--- src/rtl/digit_display_mux.sv ---
// Two-digit key history time-multiplexed onto one seven_segment decoder,
// with blanking dead time between digit slots to suppress ghosting.
module digit_display_mux #(
    parameter int REFRESH_DIV = 20000,
    parameter int DEAD_CYCLES = 200
) (
    input  logic       clk,
    input  logic       reset,
    input  logic       new_key_valid,
    input  logic [3:0] new_key,
    input  logic       clear,
    output logic [4:0] s,
    output logic [1:0] anode,
    output logic [1:0] digit_count
);
    localparam int MAXN = (REFRESH_DIV > DEAD_CYCLES) ? REFRESH_DIV : DEAD_CYCLES;
    localparam int CW   = $clog2(MAXN);
    localparam logic [CW-1:0] SHOW_LAST = CW'(REFRESH_DIV - 1);
    localparam logic [CW-1:0] DEAD_LAST = CW'(DEAD_CYCLES - 1);

    typedef enum logic [1:0] {SHOW_R, DEAD_RL, SHOW_L, DEAD_LR} state_t;

    state_t        state_q, state_d;
    logic [CW-1:0] cnt_q, cnt_d;
    logic [3:0]    right_d, left_d;

    always_ff @(posedge clk) begin
        if (!reset) begin
            state_q <= SHOW_R;
            cnt_q   <= '0;
        end else begin
            state_q <= state_d;
            cnt_q   <= cnt_d;
        end
    end

    always_comb begin
        state_d = state_q;
        cnt_d   = cnt_q + CW'(1);
        anode   = 2'b11;
        s       = 5'b1_0000;
        case (state_q)
            SHOW_R: begin
                anode = 2'b10;
                s     = {digit_count == 2'd0, right_d};
                if (cnt_q == SHOW_LAST) begin
                    state_d = DEAD_RL;
                    cnt_d   = '0;
                end
            end
            DEAD_RL: begin
                if (cnt_q == DEAD_LAST) begin
                    state_d = SHOW_L;
                    cnt_d   = '0;
                end
            end
            SHOW_L: begin
                anode = 2'b01;
                s     = {digit_count < 2'd2, left_d};
                if (cnt_q == SHOW_LAST) begin
                    state_d = DEAD_LR;
                    cnt_d   = '0;
                end
            end
            default: begin
                if (cnt_q == DEAD_LAST) begin
                    state_d = SHOW_R;
                    cnt_d   = '0;
                end
            end
        endcase
    end

    // Clear wins over the old history, but a coincident key still lands as the first digit.
    always_ff @(posedge clk) begin
        if (!reset) begin
            right_d     <= '0;
            left_d      <= '0;
            digit_count <= '0;
        end else if (clear) begin
            left_d      <= '0;
            right_d     <= new_key_valid ? new_key : 4'h0;
            digit_count <= new_key_valid ? 2'd1 : 2'd0;
        end else if (new_key_valid) begin
            left_d      <= right_d;
            right_d     <= new_key;
            digit_count <= (digit_count == 2'd2) ? 2'd2 : digit_count + 2'd1;
        end
    end
endmodule
--- config.mk ---
export PLATFORM = sky130hd
export DESIGN_NAME = digit_display_mux
export DESIGN_NICKNAME = d
export VERILOG_FILES = /design/src/rtl/digit_display_mux.sv
export SDC_FILE = /design/constraint.sdc
export NUM_CORES = 1
export LEC_CHECK = 0
export ABC_AREA = 1
export BUFFER_PORTS_ARGS = -buffer_cell sky130_fd_sc_hd__buf_2
export CAP_MARGIN = 40
export CORE_MARGIN = 8
export CORE_UTILIZATION = 56
export DETAILED_ROUTE_END_ITERATION = 12
export PLACE_DENSITY = 0.77
export RECOVER_POWER = 50
export SKIP_CTS_REPAIR_TIMING = 1
export SLEW_MARGIN = 10
export SYNTH_ARGS = -nofsm -noshare
export SYNTH_HDL_FRONTEND = slang
export SYNTH_SLANG_ARGS = --single-unit
--- constraint.sdc ---
create_clock -name clk -period 1.65 [get_ports clk]
set_clock_uncertainty 0.05 [all_clocks]
set_input_delay 0.33 -clock clk [delete_from_list [all_inputs] [get_ports clk]]
set_output_delay 0.33 -clock clk [all_outputs]
set_load 0.1 [all_outputs]
-- After elaboration in Yosys (flattened, before gate mapping)
Index checks and enable logic that the tools add are counted.
- register bits after elaboration: 27
- bits in latches: 0
- ROM bits: 0
- memory bits (writable): 0
- memories kept: 0
- input bits: 8
- div/mod/pow operators: 0
- add/subtract/negate cells: 2
- bitwise logic cells: 1
- multipliers: 0
- equal/unequal tests: 8
- magnitude comparators: 1
- reductions and logical operators: 7
- shifts and indexed selects: 0
- muxes and demuxes: 17
- operators with widths (cell ; number):
    15-bit 2-to-1 mux ; 3
    15-bit by 1-bit adder with 15-bit output (second input constant) ; 1
    15-bit == test (second input constant) ; 1
    15-bit by 8-bit == test with 1-bit output (second input constant) ; 1
    2-bit 2-to-1 mux ; 7
    4-bit 2-to-1 mux ; 3
    5-bit one-hot mux with 2 select lines ; 1
    2-bit inequality test (second input constant) ; 3
    2-bit one-hot mux with 3 select lines ; 1
    2-bit == test (second input constant) ; 2
    2-bit logical NOT ; 2
    2-bit one-hot mux with 2 select lines ; 1
    4-bit AND reduction ; 1
    2-bit OR reduction ; 2
    3-bit nonzero test ; 1
    2-bit by 1-bit adder with 2-bit output (second input constant) ; 1
    2-bit by 1-bit == test with 1-bit output (second input constant) ; 1
    2-bit < comparator (second input constant) ; 1
    2-bit nonzero test ; 1
    1-bit 2-to-1 mux ; 1
    1-bit inverter ; 1

-- Logic depth before layout (Yosys ltp)
- depth in word-level cells: 4
- depth in mapped cells: 11
- mapped depth without buffers: 11

-- Least setup slack after synthesis
Ideal clock, no wire load.
- path type: register to output
- start point: reg state_q[0]
- end point: out s[0]
- required time: 1.270 ns
- setup slack: -2.016 ns
- arrival time: 3.286 ns
- path buffers: 0
- stages on the path, launching flop included: 5
- cell sequence: dfxtp_1 -> inv_1 -> ha_1 -> inv_1 -> o21ai_0
- cells in the longest elaborated chain, start to end: 2
- elaborated cells between the ends (all ways): 3
- ends and longest elaborated chain (element ; line ; text):
    from (decl) ; 23 ; state_t state_q, state_d;
    from (signal assigned) ; 32 ; state_q <= state_d;
    2-bit == test / 2-bit logical NOT (equally long branches) ; 42 ; case (state_q)
    5-bit one-hot mux with 2 select lines (*) ; 42 ;
    to (decl) ; 12 ; output logic [4:0] s,
Mark *: on every way between the ends. The rest lies on a longest branch, timed or not.

-- Final worst setup path
- start point: reg state_q[0]
- end point: out s[4]
The elaborated chain is that of the path after synthesis.

==> summary.txt <==
Timing
  – Fin. max-slew vios: 0
  – Slew @ Worst Pin: 0.4877 ns
  – Final Cycle Share: 115.7%
  – Setup violations, final: 7
  – Fin. Hold Viols: 0
  – Worst slew margin: 67.71%
  – Final worst slack: -0.2584 ns
  – Setup TNS: -1.184 ns
  – Min Tclk post-route: 1.908 ns
  – Max Clock Freq: 524.0 MHz
  – RSZ-0062 raised after global routing: yes

Global route
  – Met1 Use GR: 15.60%
  – Total GRT Usage: 15.18%
  – Antenna violations before repair: 0
  – Vias in the first global route: 1291
  – Remaining Overflow, GRT: 0
  – Met2 usage: 29.31%
  – Global Route met3 Usage: 3.020%
  – First-pass GRT wire length: 5.382 mm
  – Most Crowded Layer GR: met2
  – Largest net degree at the start of global routing: 15

Clocking
  – Max Buffers Root-to-Sink: 2
  – Clock sink total: 27
  – # H-tree levels: 1
  – Clock Pin Slew Worst Setup and Hold Paths: 0.13 ns
  – CTS tree: built
  – CTS buffer count: 3
  – Clock root cell: clkbuf_4
  – Clock latency on the worst-skew pair: 0.32 ns

Layout
  – Final core occ: 75.23%
  – Share of cells above drive strength 1: 29.00%
  – Nets: 247
  – Area growth, synth to finish: 29.25%
  – Antenna fix cells: 0
  – Finished Cell Area: 1847 um^2

Setup path
  – Setup Crit Path Kind: reg2out
  – Startpoint Class: flip-flop
  – Crit-path max FO: 4
  – Crit path DAT: 1.53 ns
  – CP required: 1.27 ns
  – Reg2Reg Depth: 11
  – RR Startpoint: state_q[0]$_SDFFE_PN0P_
  – Critical path capture point type: primary output
  – Reg-to-reg slack, setup: 0.05 ns
  – Reg2reg end: state_q[0]$_SDFFE_PN0P_

Yosys
  – Post-Syn Area per Cell: 7.074 um^2
  – Syn nets: 217
  – Asr flop ratio synth: 0%
  – EDFF count, synth: 0
  – Synth Warn #: 0
  – Gate Count Post-Synth: 202
  – Register area share after synthesis: 37.83%
  – Synth area leaders: dfxtp_1 38%, nand2_1 12%, inv_1 7.9%
  – Seq cells post-synth: 27
  – Post-Syn Area: 1429 um^2
  – Synth area leader: dfxtp_1
  – Post-synthesis cell type count: 24
  – Top FF cell, synth: dfxtp_1
  – Yosys top cell area share: 37.83%

Route
  – Pre-antenna DRT Iters: 4
  – Drt total wl: 3.309 mm
  – Routed Antenna Nets: 0
  – Vias: 1316
  – DRT iter0 DRCs: 55
  – Vias per inst: 5.042
  – DR DRC count: 0
  – Average wire per standard cell: 12.68 um

Placed design
  – HPWL Detailed: 2.540 mm
  – Placed cell area: 1769 um^2
  – Port-buffer cells: 16
  – GPL Wtd Cong: 0.8343

Floorplanning
  – Core box area: 2455 um^2
  – Initial Utilization: 58.21%
  – Die width: 66.51 um
  – Die ar.: 4424 um^2
  – Die H: 66.51 um
  – Boundary Pins: 17
  – Row cnt: 18

Worst hold path
  – Hold Path Sink: right_d[2]$_SDFFE_PN0P_
  – Hold path startpoint: new_key[2]
  – Min-Delay Path Depth: 3
  – Hold Crit Class: in2reg

Outcome
  – Status: finished with violations
  – Failing checks: setup timing

Run
  – Maxcap violations: 0

Pwr
  – Pwr per Cell Area: 617.3 nW/um^2
  – Pleak: 0.7393 nW
  – Peak VDD IR: 463.9 uV
==> per-layer routing <==
layer | vias to the layer above | part of all wire (%)
met4 | 0 | 1.8
met5 | - | 0
met3 | 8 | 4.2
met1 | 601 | 40
li1 | 688 | -
met2 | 19 | 54
==> worst max-delay path by stage <==
stage | slack [ns] | endpoint | startpoint | cells after the start
finish | -0.26 | s[4] | state_q[0]$_SDFFE_PN0P_ | 8
global route | -0.37 | s[4] | state_q[0]$_SDFFE_PN0P_ | 8
CTS | -0.36 | s[4] | state_q[0]$_SDFFE_PN0P_ | 8
detailed placement | 0.01 | s[4] | state_q[0]$_SDFFE_PN0P_ | 8
global placement | 0.03 | s[4] | state_q[1]$_SDFFE_PN0P_ | 6
floorplan | -0.50 | s[0] | state_q[0]$_SDFFE_PN0P_ | 4
==> cells by family after synthesis <==
group           synth area share [%]
compound gates                 9.807
buf+inv                        9.807
flops                          37.83
xor+xnor                       3.065
simple gates                   33.36
fa+ha+maj                      6.129
==> cell usage in the layout (no fill, tap or decap), types with 5 or more instances in the layout <==
cell type  instances
a21oi_1           14
buf_12             8
buf_2              7
buf_4              8
dfxtp_1           23
ha_1               5
inv_1             24
inv_2              6
nand2_1           45
nand2_2            5
nor2_1            27
nor2_2             5
nor3_1             5
==> critical path: stages, from the launching register on <==
cell and delay, ns:
dfxtp_2 0.36, inv_4 0.08, ha_4 0.16, clkinvlp_4 0.09, nand2_2 0.07, inv_2 0.04
a21oi_2 0.16, o21ai_4 0.09, buf_12 0.17
==> sequential cells by signal (all words and copies together), names as in the netlist <==
name,flops
digit_count,2
right_d,4
left_d,4
cnt_q,15
state_q,2
==> synthesized netlist by cell type (2+ instances only) <==
cell and instances:
nand2_1 46, inv_1 30, nor2_1 28, dfxtp_1 27
a21oi_1 15, ha_1 7, nand3_1 6, nand2_2 5
nor3_1 5, o21ai_0 5, nor2_2 4, nor3_2 4
xor2_1 4, a22o_1 3, nand3_2 3, inv_2 2
==> power breakdown <==
part	internal (mW)	switching (mW)
Clock	0.0945	0.182
Combinational	0.0636	0.121
Sequential	0.666	0.0121
Total	0.824	0.316
==> per-stage QoR <==
stage | hold slack [ns] | cells | setup WS [ns] | total power, mW
after CTS | 0.1858 | 260 | -0.3639 | 1.152
final | 0.2010 | 261 | -0.2584 | 1.140
after global placement | 0.3771 | 256 | 0.02598 | 0.8715
after floorplan | 0.3673 | 202 | -0.4962 | 0.8117
after global routing | 0.1863 | 261 | -0.3672 | 1.192
after detailed placement | 0.3865 | 256 | 0.01114 | 0.8772
==> layout make-up <==
type / instances / area [um^2]
inverter: 33 / 130.1
sequential: 27 / 548.0
fill: 186 / 608.1
clock buffer: 4 / 26.28
timing repair buffer: 27 / 277.8
multi-input combinational: 140 / 827.0
tap: 30 / 37.54
(Power assumes the default switching activity.)
